===== config.mk =====
export PLATFORM = sky130hd
export DESIGN_NAME = serial_pattern_tx
export DESIGN_NICKNAME = d
export VERILOG_FILES = /design/src/rtl/serial_pattern_tx_pkg.sv /design/src/rtl/tx_shift_counter.sv /design/src/rtl/serial_pattern_tx.sv
export SDC_FILE = /design/constraint.sdc
export NUM_CORES = 1
export LEC_CHECK = 0
export ABC_AREA = 1
export BUFFER_PORTS_ARGS = -buffer_cell sky130_fd_sc_hd__buf_2
export CORE_MARGIN = 1.5
export CORE_UTILIZATION = 60
export CTS_CLUSTER_SIZE = 30
export DETAILED_ROUTE_END_ITERATION = 16
export HOLD_SLACK_MARGIN = 0.1
export PLACE_DENSITY = 0.88
export REMOVE_ABC_BUFFERS = 1
export SLEW_MARGIN = 0
export SYNTH_ARGS = -nofsm -noshare
export SYNTH_HDL_FRONTEND = slang
export SYNTH_SLANG_ARGS = --single-unit

===== constraint.sdc =====
create_clock -name CLK -period 4.6 [get_ports CLK]
set_input_delay 0.69 -clock CLK [delete_from_list [all_inputs] [get_ports CLK]]
set_output_delay 0.69 -clock CLK [all_outputs]
set_load 0.02 [all_outputs]

===== src/rtl/serial_pattern_tx_pkg.sv =====
// Shared encodings for the serial pattern transmitter and its 1001 detector peer:
// transmitter FSM states, detector state names and the default pattern.
package serial_pattern_tx_pkg;

  localparam logic [1:0] ST_IDLE = 2'd0;
  localparam logic [1:0] ST_SEND = 2'd1;
  localparam logic [1:0] ST_GAP  = 2'd2;
  localparam logic [1:0] ST_DONE = 2'd3;

  // Receiving detector's states, kept here so both ends agree on one encoding.
  typedef enum logic [2:0] {
    DET_S0,
    DET_S1,
    DET_S10,
    DET_S100,
    DET_S1001
  } det_state_e;

  localparam logic [3:0] DEFAULT_PATTERN = 4'b1001;

  function automatic logic in_run(input logic [1:0] st);
    return (st == ST_SEND) || (st == ST_GAP);
  endfunction

endpackage


===== src/rtl/tx_shift_counter.sv =====
// Loadable down-counter with a zero flag; load wins over decrement and the
// count saturates at zero.
module tx_shift_counter #(
  parameter int W = 2
) (
  input  logic         clk,
  input  logic         rst_n,
  input  logic         load,
  input  logic [W-1:0] load_val,
  input  logic         dec,
  output logic [W-1:0] count,
  output logic         zero
);

  logic [W-1:0] count_q;
  logic [W-1:0] count_d;

  always_comb begin
    count_d = count_q;
    if (load) begin
      count_d = load_val;
    end else if (dec && (count_q != '0)) begin
      count_d = count_q - W'(1);
    end
  end

  always_ff @(posedge clk or negedge rst_n) begin
    if (!rst_n) begin
      count_q <= '0;
    end else begin
      count_q <= count_d;
    end
  end

  assign count = count_q;
  assign zero  = (count_q == '0);

endmodule


===== src/rtl/serial_pattern_tx.sv =====
// Bit-serial pattern transmitter, MSB first, RepeatCount times with optional gaps.
// Define PATTERN_LOAD_EN to take the pattern from PatternIn at Start instead of PATTERN.
module serial_pattern_tx
  import serial_pattern_tx_pkg::*;
#(
  parameter int               WIDTH   = 4,
  parameter logic [WIDTH-1:0] PATTERN = WIDTH'(DEFAULT_PATTERN),
  parameter int               GAP     = 0
) (
  input  logic             CLK,
  input  logic             Reset,
  input  logic             Start,
  input  logic [7:0]       RepeatCount,
`ifdef PATTERN_LOAD_EN
  input  logic [WIDTH-1:0] PatternIn,
`endif
  output logic             OutputBit,
  output logic             Busy,
  output logic             Done,
  output logic [1:0]       currState
);

  localparam int              IDX_W    = $clog2(WIDTH);
  localparam logic [IDX_W-1:0] IDX_MAX = IDX_W'(WIDTH - 1);
  localparam logic [3:0]      GAP_LOAD = (GAP == 0) ? 4'd0 : 4'(GAP - 1);

  logic [1:0]       state_q, state_d;
  logic [7:0]       rem_q, rem_d;
  logic             out_q, out_d;
  logic             busy_q, busy_d;
  logic             done_q, done_d;
  logic             bit_load, bit_dec, bit_zero;
  logic [IDX_W-1:0] bit_cnt, idx_next;
  logic             gap_load, gap_dec, gap_zero;
  logic [3:0]       unused_gap_cnt;
  logic [WIDTH-1:0] pat_cur;

`ifdef PATTERN_LOAD_EN
  logic [WIDTH-1:0] pat_q, pat_d;

  // The first bit leaves on the accepting edge, before pat_q has captured it.
  assign pat_cur = (state_q == ST_IDLE) ? PatternIn : pat_q;
  assign pat_d   = (state_q == ST_IDLE && Start && RepeatCount != 8'd0) ? PatternIn : pat_q;

  always_ff @(posedge CLK or negedge Reset) begin
    if (!Reset) begin
      pat_q <= '0;
    end else begin
      pat_q <= pat_d;
    end
  end
`else
  assign pat_cur = PATTERN;
`endif

  tx_shift_counter #(.W(IDX_W)) u_bit_cnt (
    .clk      (CLK),
    .rst_n    (Reset),
    .load     (bit_load),
    .load_val (IDX_MAX),
    .dec      (bit_dec),
    .count    (bit_cnt),
    .zero     (bit_zero)
  );

  tx_shift_counter #(.W(4)) u_gap_cnt (
    .clk      (CLK),
    .rst_n    (Reset),
    .load     (gap_load),
    .load_val (GAP_LOAD),
    .dec      (gap_dec),
    .count    (unused_gap_cnt),
    .zero     (gap_zero)
  );

  always_comb begin
    state_d  = state_q;
    rem_d    = rem_q;
    bit_load = 1'b0;
    bit_dec  = 1'b0;
    gap_load = 1'b0;
    gap_dec  = 1'b0;
    case (state_q)
      ST_IDLE: begin
        if (Start) begin
          if (RepeatCount != 8'd0) begin
            state_d  = ST_SEND;
            rem_d    = RepeatCount;
            bit_load = 1'b1;
          end else begin
            state_d = ST_DONE;
          end
        end
      end
      ST_SEND: begin
        if (bit_zero) begin
          rem_d = rem_q - 8'd1;
          if (rem_q == 8'd1) begin
            state_d = ST_DONE;
          end else if (GAP != 0) begin
            state_d  = ST_GAP;
            gap_load = 1'b1;
          end else begin
            bit_load = 1'b1;
          end
        end else begin
          bit_dec = 1'b1;
        end
      end
      ST_GAP: begin
        if (gap_zero) begin
          state_d  = ST_SEND;
          bit_load = 1'b1;
        end else begin
          gap_dec = 1'b1;
        end
      end
      default: state_d = ST_IDLE;
    endcase

    // Outputs are registered from the next state so they line up with currState.
    idx_next = bit_load ? IDX_MAX : (bit_cnt - IDX_W'(1));
    out_d    = (state_d == ST_SEND) ? pat_cur[idx_next] : 1'b0;
    busy_d   = in_run(state_d);
    done_d   = (state_d == ST_DONE);
  end

  always_ff @(posedge CLK or negedge Reset) begin
    if (!Reset) begin
      state_q <= ST_IDLE;
      rem_q   <= 8'd0;
      out_q   <= 1'b0;
      busy_q  <= 1'b0;
      done_q  <= 1'b0;
    end else begin
      state_q <= state_d;
      rem_q   <= rem_d;
      out_q   <= out_d;
      busy_q  <= busy_d;
      done_q  <= done_d;
    end
  end

  assign OutputBit = out_q;
  assign Busy      = busy_q;
  assign Done      = done_q;
  assign currState = state_q;

endmodule


==> metrics.md, run 1 <==
| Metric | Value |
|---|---|
| Status | complete, no violations |
| Worst Hold Class | input pin to async pin |
| Area growth syn-to-layout | 9.84% |
| # clock sinks | 19 |
| Slew Limit Fails | 0 |
| RSZ-0062 raised after global routing | false |
| Die W | 47.6 um |
| Critical Path Most Common Cell | inv_1 |
| Number of cell rows | 15 |
| CP endpoint kind | flip-flop |
| Number of library cell types mapped by synthesis | 27 |
| Crit-path cells | inv_1 -> ha_1 -> nand2_1 -> nor2_2 -> a31oi_1 -> o21ai_0 -> inv_1 -> ha_1 -> inv_1 |
| CP Class | flip-flop to flip-flop |
| Sequential-to-total area share from yosys stat | 39.8% |
| Finish-stage setup viols | 0 |
| Largest area contributor in the netlist | dfrtp_1 |
| Slew margin rel. | 71.5% |
| Global-route wire length before repair | 3840 um |
| Vias in the first global route | 907 |
| Slowest stage delay, CP | 0.41 ns |
| Max Fclk | 0.594 GHz |
| I/O Buffers | 15 |
| Initial DRC count | 19 |
| Most common cell in the netlist | nand2_1 |
| Syn Inst Count | 146 |
| Gr ovfl total | 0 |
| Setup Skew | 0.00166 ns |
| Net Sw Frac | 46.5% |
| Critical Path Source Type | flip-flop |
| CTS Buffer Depth | 2 |
| Logic gate share of total power | 54.2% |
| Hpwl dp | 1720 um |
| Reg area | 475 um2 |
| Ys flop type | dfrtp_1 |
| Worst path bufs/invs | 3 |
| Synth warn | 0 |
| CP Data Required Time | 4.81 ns |
| Internal | 0.410 mW |
| Largest net degree at the start of global routing | 20 |
| CP top delay family | adder cells |
| Total Die Area | 0.00227 mm2 |
| Antenna diodes | 0 |
| Initial core utilization | 66.3% |
| Post-CTS sizing | 0 |
| Post-synthesis sequential element count | 19 |
| Gp weighted congestion | 0.860 |
| Detailed Routing Iterations Pass 1 | 4 |
| Leak | 0.674 nW |
| Maxcap violations | 0 |
| Post-CTS setup buffers | 0 |
| NetSw | 0.356 mW |
| Ranking of synthesized cells by area | dfrtp_1, nand2_1, ha_1 |
| Final period util | 36.6% |
| Mean area per synthesized cell | 8.18 um2 |
| Most instantiated cells after synthesis | nand2_1, dfrtp_1, nor2_1 |
| TritonCTS clock tree | done |
| Flop pwr share | 34.5% |
| Post-route ant nets | 0 |
| Hold Vio Cnt, Final | 0 |
| Tmin final | 1.68 ns |
| GRT Util Overall | 24.3% |
| Worst IR Drop VDD | 0.357 mV |
| Via count | 991 |
| Synthesized area | 0.00119 mm2 |
| IO Pins | 16 |
| Post-Route WL | 2360 um |
| Multi-input logic area | 636 um2 |
| Via/cell ratio | 5.27 |
| CTS Hold Buffers Added | 0 |
| Worst skew pair latency | 0.30 ns |
| Clock power frac | 11.3% |
| Reg-to-Reg Start | rem_q[1]$_DFFE_PN0P_ |
| WP data arrival | 1.90 ns |
| Filler Cell Count | 138 |
| Core Region | 0.00180 mm2 |
| Post-synth EDFFs | 0 |
| CTS clk-pin slew, worst paths | 0.11 ns |
| Hold slack | 0.303 ns |
| Fin nets | 181 |
| CP startpoint | rem_q[1]$_DFFE_PN0P_ |
| Initial antenna violation count | 0 |
| P per Cell Area | 583 mW/mm2 |
| Clk root buf | clkbuf_4 |
| Tightest Pin Transition | 0.427 ns |
| Routed WL per cell | 12.5 um |
| Crit path max-delay cell type | dfrtp_1 |
| CTS buffer count | 3 |
| Htree depth | 1 |
| Synth top area share | 39.8% |
| Async S/R FF share, synth | 100% |
| Die height | 47.6 um |
| Layout cells sized above 1 | 25.8% |
| Setup TNS | 0 ns |
| Crit Path Max Fanout | 4 |
| Residual DRC | 0 |
-- worst reg2reg max path, stage by stage, from the launching register on --
cell and delay, ns:
dfrtp_1 0.41, inv_1 0.14, ha_1 0.18, nand2_1 0.06
nor2_2 0.16, a31oi_1 0.09, o21ai_0 0.15, inv_1 0.09
ha_1 0.28, inv_1 0.03
-- path summary, 6_finish.rpt --
path                                                   to  slack [ns]  depth (start not counted)
max in group asynchronous                  Done$_DFF_PN0_        4.00                          1
min reg2reg                u_gap_cnt.count[3]$_DFFE_PN0P_        0.48                          1
min in group CLK           u_gap_cnt.count[3]$_DFFE_PN0P_        0.48                          1
max reg2reg                                Busy$_DFF_PN0_        2.92                          9
min                                  rem_q[4]$_DFFE_PN0P_        0.30                          1
max                                        Busy$_DFF_PN0_        2.92                          9
-- state kept, by name (all words and copies together), names as in the netlist --
name             flops
currState            2
OutputBit            1
u_bit_cnt.count      2
u_gap_cnt.count      4
Busy                 1
rem_q                8
Done                 1
-- routing by layer --
| layer | track usage, % | vias to the layer above | wire, um |
|---|---|---|---|
| met5 | 0 | - | 0 |
| met4 | 11.9 | 0 | 49 |
| met2 | 37.3 | 31 | 1090 |
| met1 | 33.6 | 447 | 1120 |
| met3 | 3.77 | 7 | 100 |
| li1 | - | 506 | - |
-- cells in the final DEF (no fill, tap or decap), types with 6 or more instances in the layout --
cell type / instances
nand2_1: 35
dfrtp_1: 19
nor2_1: 17
inv_1: 16
buf_2: 15
o21ai_0: 9
nand3_1: 6
ha_1: 6
-- through the flow --
stage / std cells / worst slack, ns / instance area, um2 / total power, mW / utilization [%]
after floorplan: 144 / 2.87 / 1180 / 0.588 / -
after global placement: 184 / 2.64 / 1280 / 0.651 / 71.3
after detailed placement: 184 / 2.61 / 1280 / 0.673 / 71.3
after CTS: 188 / 2.93 / 1310 / 0.762 / 72.8
after global routing: 188 / 2.78 / 1310 / 0.830 / 72.8
final: 188 / 2.92 / 1310 / 0.766 / 72.8
-- power by group through the flow --
stage / sequential [mW] / combinational (mW) / clock (mW)
floorplan: 0.268 / 0.320 / 0
global placement: 0.263 / 0.388 / 0
detailed placement: 0.266 / 0.407 / 0
CTS: 0.263 / 0.411 / 0.0883
global route: 0.269 / 0.465 / 0.0960
finish: 0.264 / 0.415 / 0.0869
-- cell type report --
type / instances / area share, %
Multi-Input combinational cell: 107 / 48.4
Sequential cell: 19 / 36.2
Timing Repair Buffer: 15 / 5.72
Inverter: 18 / 5.15
Tap cell: 25 / 2.38
Clock buffer: 3 / 1.72
Clock inverter: 1 / 0.381
-- cell families after synthesis --
kind of cell	share of synthesized area, %
fa+ha+maj	6.28
buf+inv	7.02
xor+xnor	2.93
simple gates	29.9
compound gates	14.0
flops	39.8
No activity file was read; power rests on OpenSTA's default activity.
==> run 2, diff against run 1 <==
- CORE_UTILIZATION: 60 -> 50
- PLACE_DENSITY: 0.88 -> 0.78
- clock period: 4.6 -> 1.4 ns (I/O delays scaled with it)
==> run 2 against run 1 <==
Against the previous run:
- the flow now finishes with violations (setup timing)
- sequential power grew to 3.2 times the previous value
- clock-buffer cell count stayed put
- via count increased by 8.8%
- non-clock buffer count rose by 28
- first-iteration DRC count did not move
- largest cell class unchanged
==> metrics.md, run 2 (same netlist as run 1, synthesis figures left out) <==
| Metric | Value |
|---|---|
| Worst reg2reg path depth | 9 |
| Gr ovfl total | 0 |
| Slew Limit Fails | 0 |
| Initial core utilization | 53.5% |
| Worst skew pair latency | 0.32 ns |
| Failing checks | setup timing |
| Final period util | 108% |
| Residual DRC | 0 |
| Met1 usage | 26.3% |
| Most crowded layer after global routing | met2 |
| CP top delay family | flip-flops |
| Crit Path Max Fanout | 2 |
| Commonest non-fill, non-tap cell in the layout | nand2_1 |
| Leak | 0.818 nW |
| RSZ-0062 raised after global routing | true |
| Filler Cell Count | 159 |
| Setup WS post-layout | -0.115 ns |
| Core Region | 0.00223 mm2 |
| Detailed Routing Iterations Pass 1 | 4 |
| CP Class | flip-flop to flip-flop |
| Hold_sp | RepeatCount[5] |
| Setup Skew | 0.00174 ns |
| Htree depth | 1 |
| CTS clk-pin slew, worst paths | 0.11 ns |
| Via count | 1078 |
| Via/cell ratio | 4.92 |
| Maxcap violations | 0 |
| Initial antenna violation count | 0 |
| Finished Layout Cells | 219 |
| Tightest Pin Transition | 0.435 ns |
| P per Cell Area | 1930 mW/mm2 |
| Worst Hold Endpoint | rem_q[5]$_DFFE_PN0P_ |
| Antenna diodes | 0 |
| Commonest non-fill, non-tap cells in the layout | nand2_1, buf_4, dfrtp_1 |
| Max Fclk | 0.660 GHz |
| WP data arrival | 1.74 ns |
| Area growth syn-to-layout | 38.2% |
| Hpwl dp | 1960 um |
| Post-Route WL | 2850 um |
| Die height | 51.9 um |
| Crit-path cells | inv_2 -> ha_4 -> nand2_2 -> nor2_4 -> a31oi_1 -> o21ai_1 -> inv_1 -> ha_4 -> inv_2 |
| Routed WL per cell | 13.0 um |
| TritonCTS clock tree | done |
| Max reg flops | 8 |
| # clock sinks | 19 |
| Total Die Area | 0.00269 mm2 |
| CTS Buffer Depth | 2 |
| Tmin final | 1.52 ns |
| Status | finished, violations left |
| Setup TNS | -0.338 ns |
| CP endpoint kind | flip-flop |
| Layout cells sized above 1 | 47.1% |
| Global-route wire length before repair | 4330 um |
| Post-route ant nets | 0 |
| Reg-to-Reg Start | rem_q[1]$_DFFE_PN0P_ |
| Critical Path Source Type | flip-flop |
| Slew margin rel. | 71.0% |
| Reg with most FFs | rem_q |
| Largest net degree at the start of global routing | 20 |
| CP Data Required Time | 1.63 ns |
| Hold Vio Cnt, Final | 0 |
| Gp weighted congestion | 0.886 |
| Worst Hold Class | input pin to flip-flop |
| I/O Buffers | 15 |
| M3 GR Usage | 3.45% |
| Finish-stage setup viols | 5 |
| Clk root buf | clkbuf_4 |
| Worst path bufs/invs | 3 |
| Placed cells | 210 |
| Number of cell rows | 17 |
| Vias in the first global route | 1077 |
| Die W | 51.9 um |
| IO Pins | 16 |
| Slowest stage delay, CP | 0.41 ns |
| Fin nets | 209 |
| Initial DRC count | 19 |
| Crit path max-delay cell type | dfrtp_1 |
| Grt met2 use | 39.0% |
| CP startpoint | rem_q[1]$_DFFE_PN0P_ |
| Worst r2r dst | Busy$_DFF_PN0_ |
| CTS buffer count | 3 |
| GRT Util Overall | 22.1% |
| Worst reg2reg setup slack | -0.12 ns |
| Hold Crit Depth | 3 |
| Worst IR Drop VDD | 1.52 mV |
[run 2: repair_timing]
item / 4_1_cts / 5_1_grt
hold endpoints to repair: 19 / 0
pin swaps: 6 / 6
setup endpoints to repair: 8 / 13
setup buffers: 2 / 2
hold buffers: 1 / 0
gates resized for setup: 9 / 24
[run 2: cell type report]
cell class	count	area [um2]	share of cell area, %
multi-input combinational	107	752	45.5
tap	28	35.0	2.12
sequential	19	477	28.9
timing repair buffer	43	288	17.4
clock buffer	3	22.5	1.36
inverter	18	72.6	4.39
clock inverter	1	5.00	0.303
[run 2: where the power goes]
part / internal [mW] / switching (mW)
clock network: 0.107 / 0.190
registers: 0.730 / 0.112
logic: 0.932 / 1.11
total: 1.77 / 1.41
[run 2: worst max-delay path by stage]
stage	to	slack, ns	depth (start not counted)
final	Busy$_DFF_PN0_	-0.12	9
after global placement	Busy$_DFF_PN0_	-0.02	9
after detailed placement	Busy$_DFF_PN0_	-0.1	9
after floorplan	rem_q[3]$_DFFE_PN0P_	-0.12	8
after global routing	Busy$_DFF_PN0_	-0.19	9
after CTS	Busy$_DFF_PN0_	-0.04	9
[run 2: through the flow]
stage                     setup slack [ns]  total power, mW  hold WS, ns  util, %  instance area, um2
after global placement             -0.0235             2.45        0.169     65.4                1460
after CTS                          -0.0411             2.89        0.165     69.2                1550
final                               -0.115             3.18        0.159     73.9                1650
after detailed placement           -0.0979             2.54        0.176     65.4                1460
after floorplan                     -0.115             1.93      -0.0856        -                1180
after global routing                -0.192             3.43        0.174     73.9                1650
[run 2: layer usage]
| layer | routed length, um | vias up |
|---|---|---|
| li1 | - | 561 |
| met1 | 1230 | 493 |
| met2 | 1460 | 19 |
| met3 | 86 | 5 |
| met4 | 74 | 0 |
| met5 | 0 | - |
[run 2: worst reg2reg max path: stages, from the launching register on]
cell and delay (ns):
dfrtp_1 0.41, inv_2 0.08, ha_4 0.13, nand2_2 0.06, nor2_4 0.12, a31oi_1 0.09
o21ai_1 0.12, inv_1 0.11, ha_4 0.27, inv_2 0.03
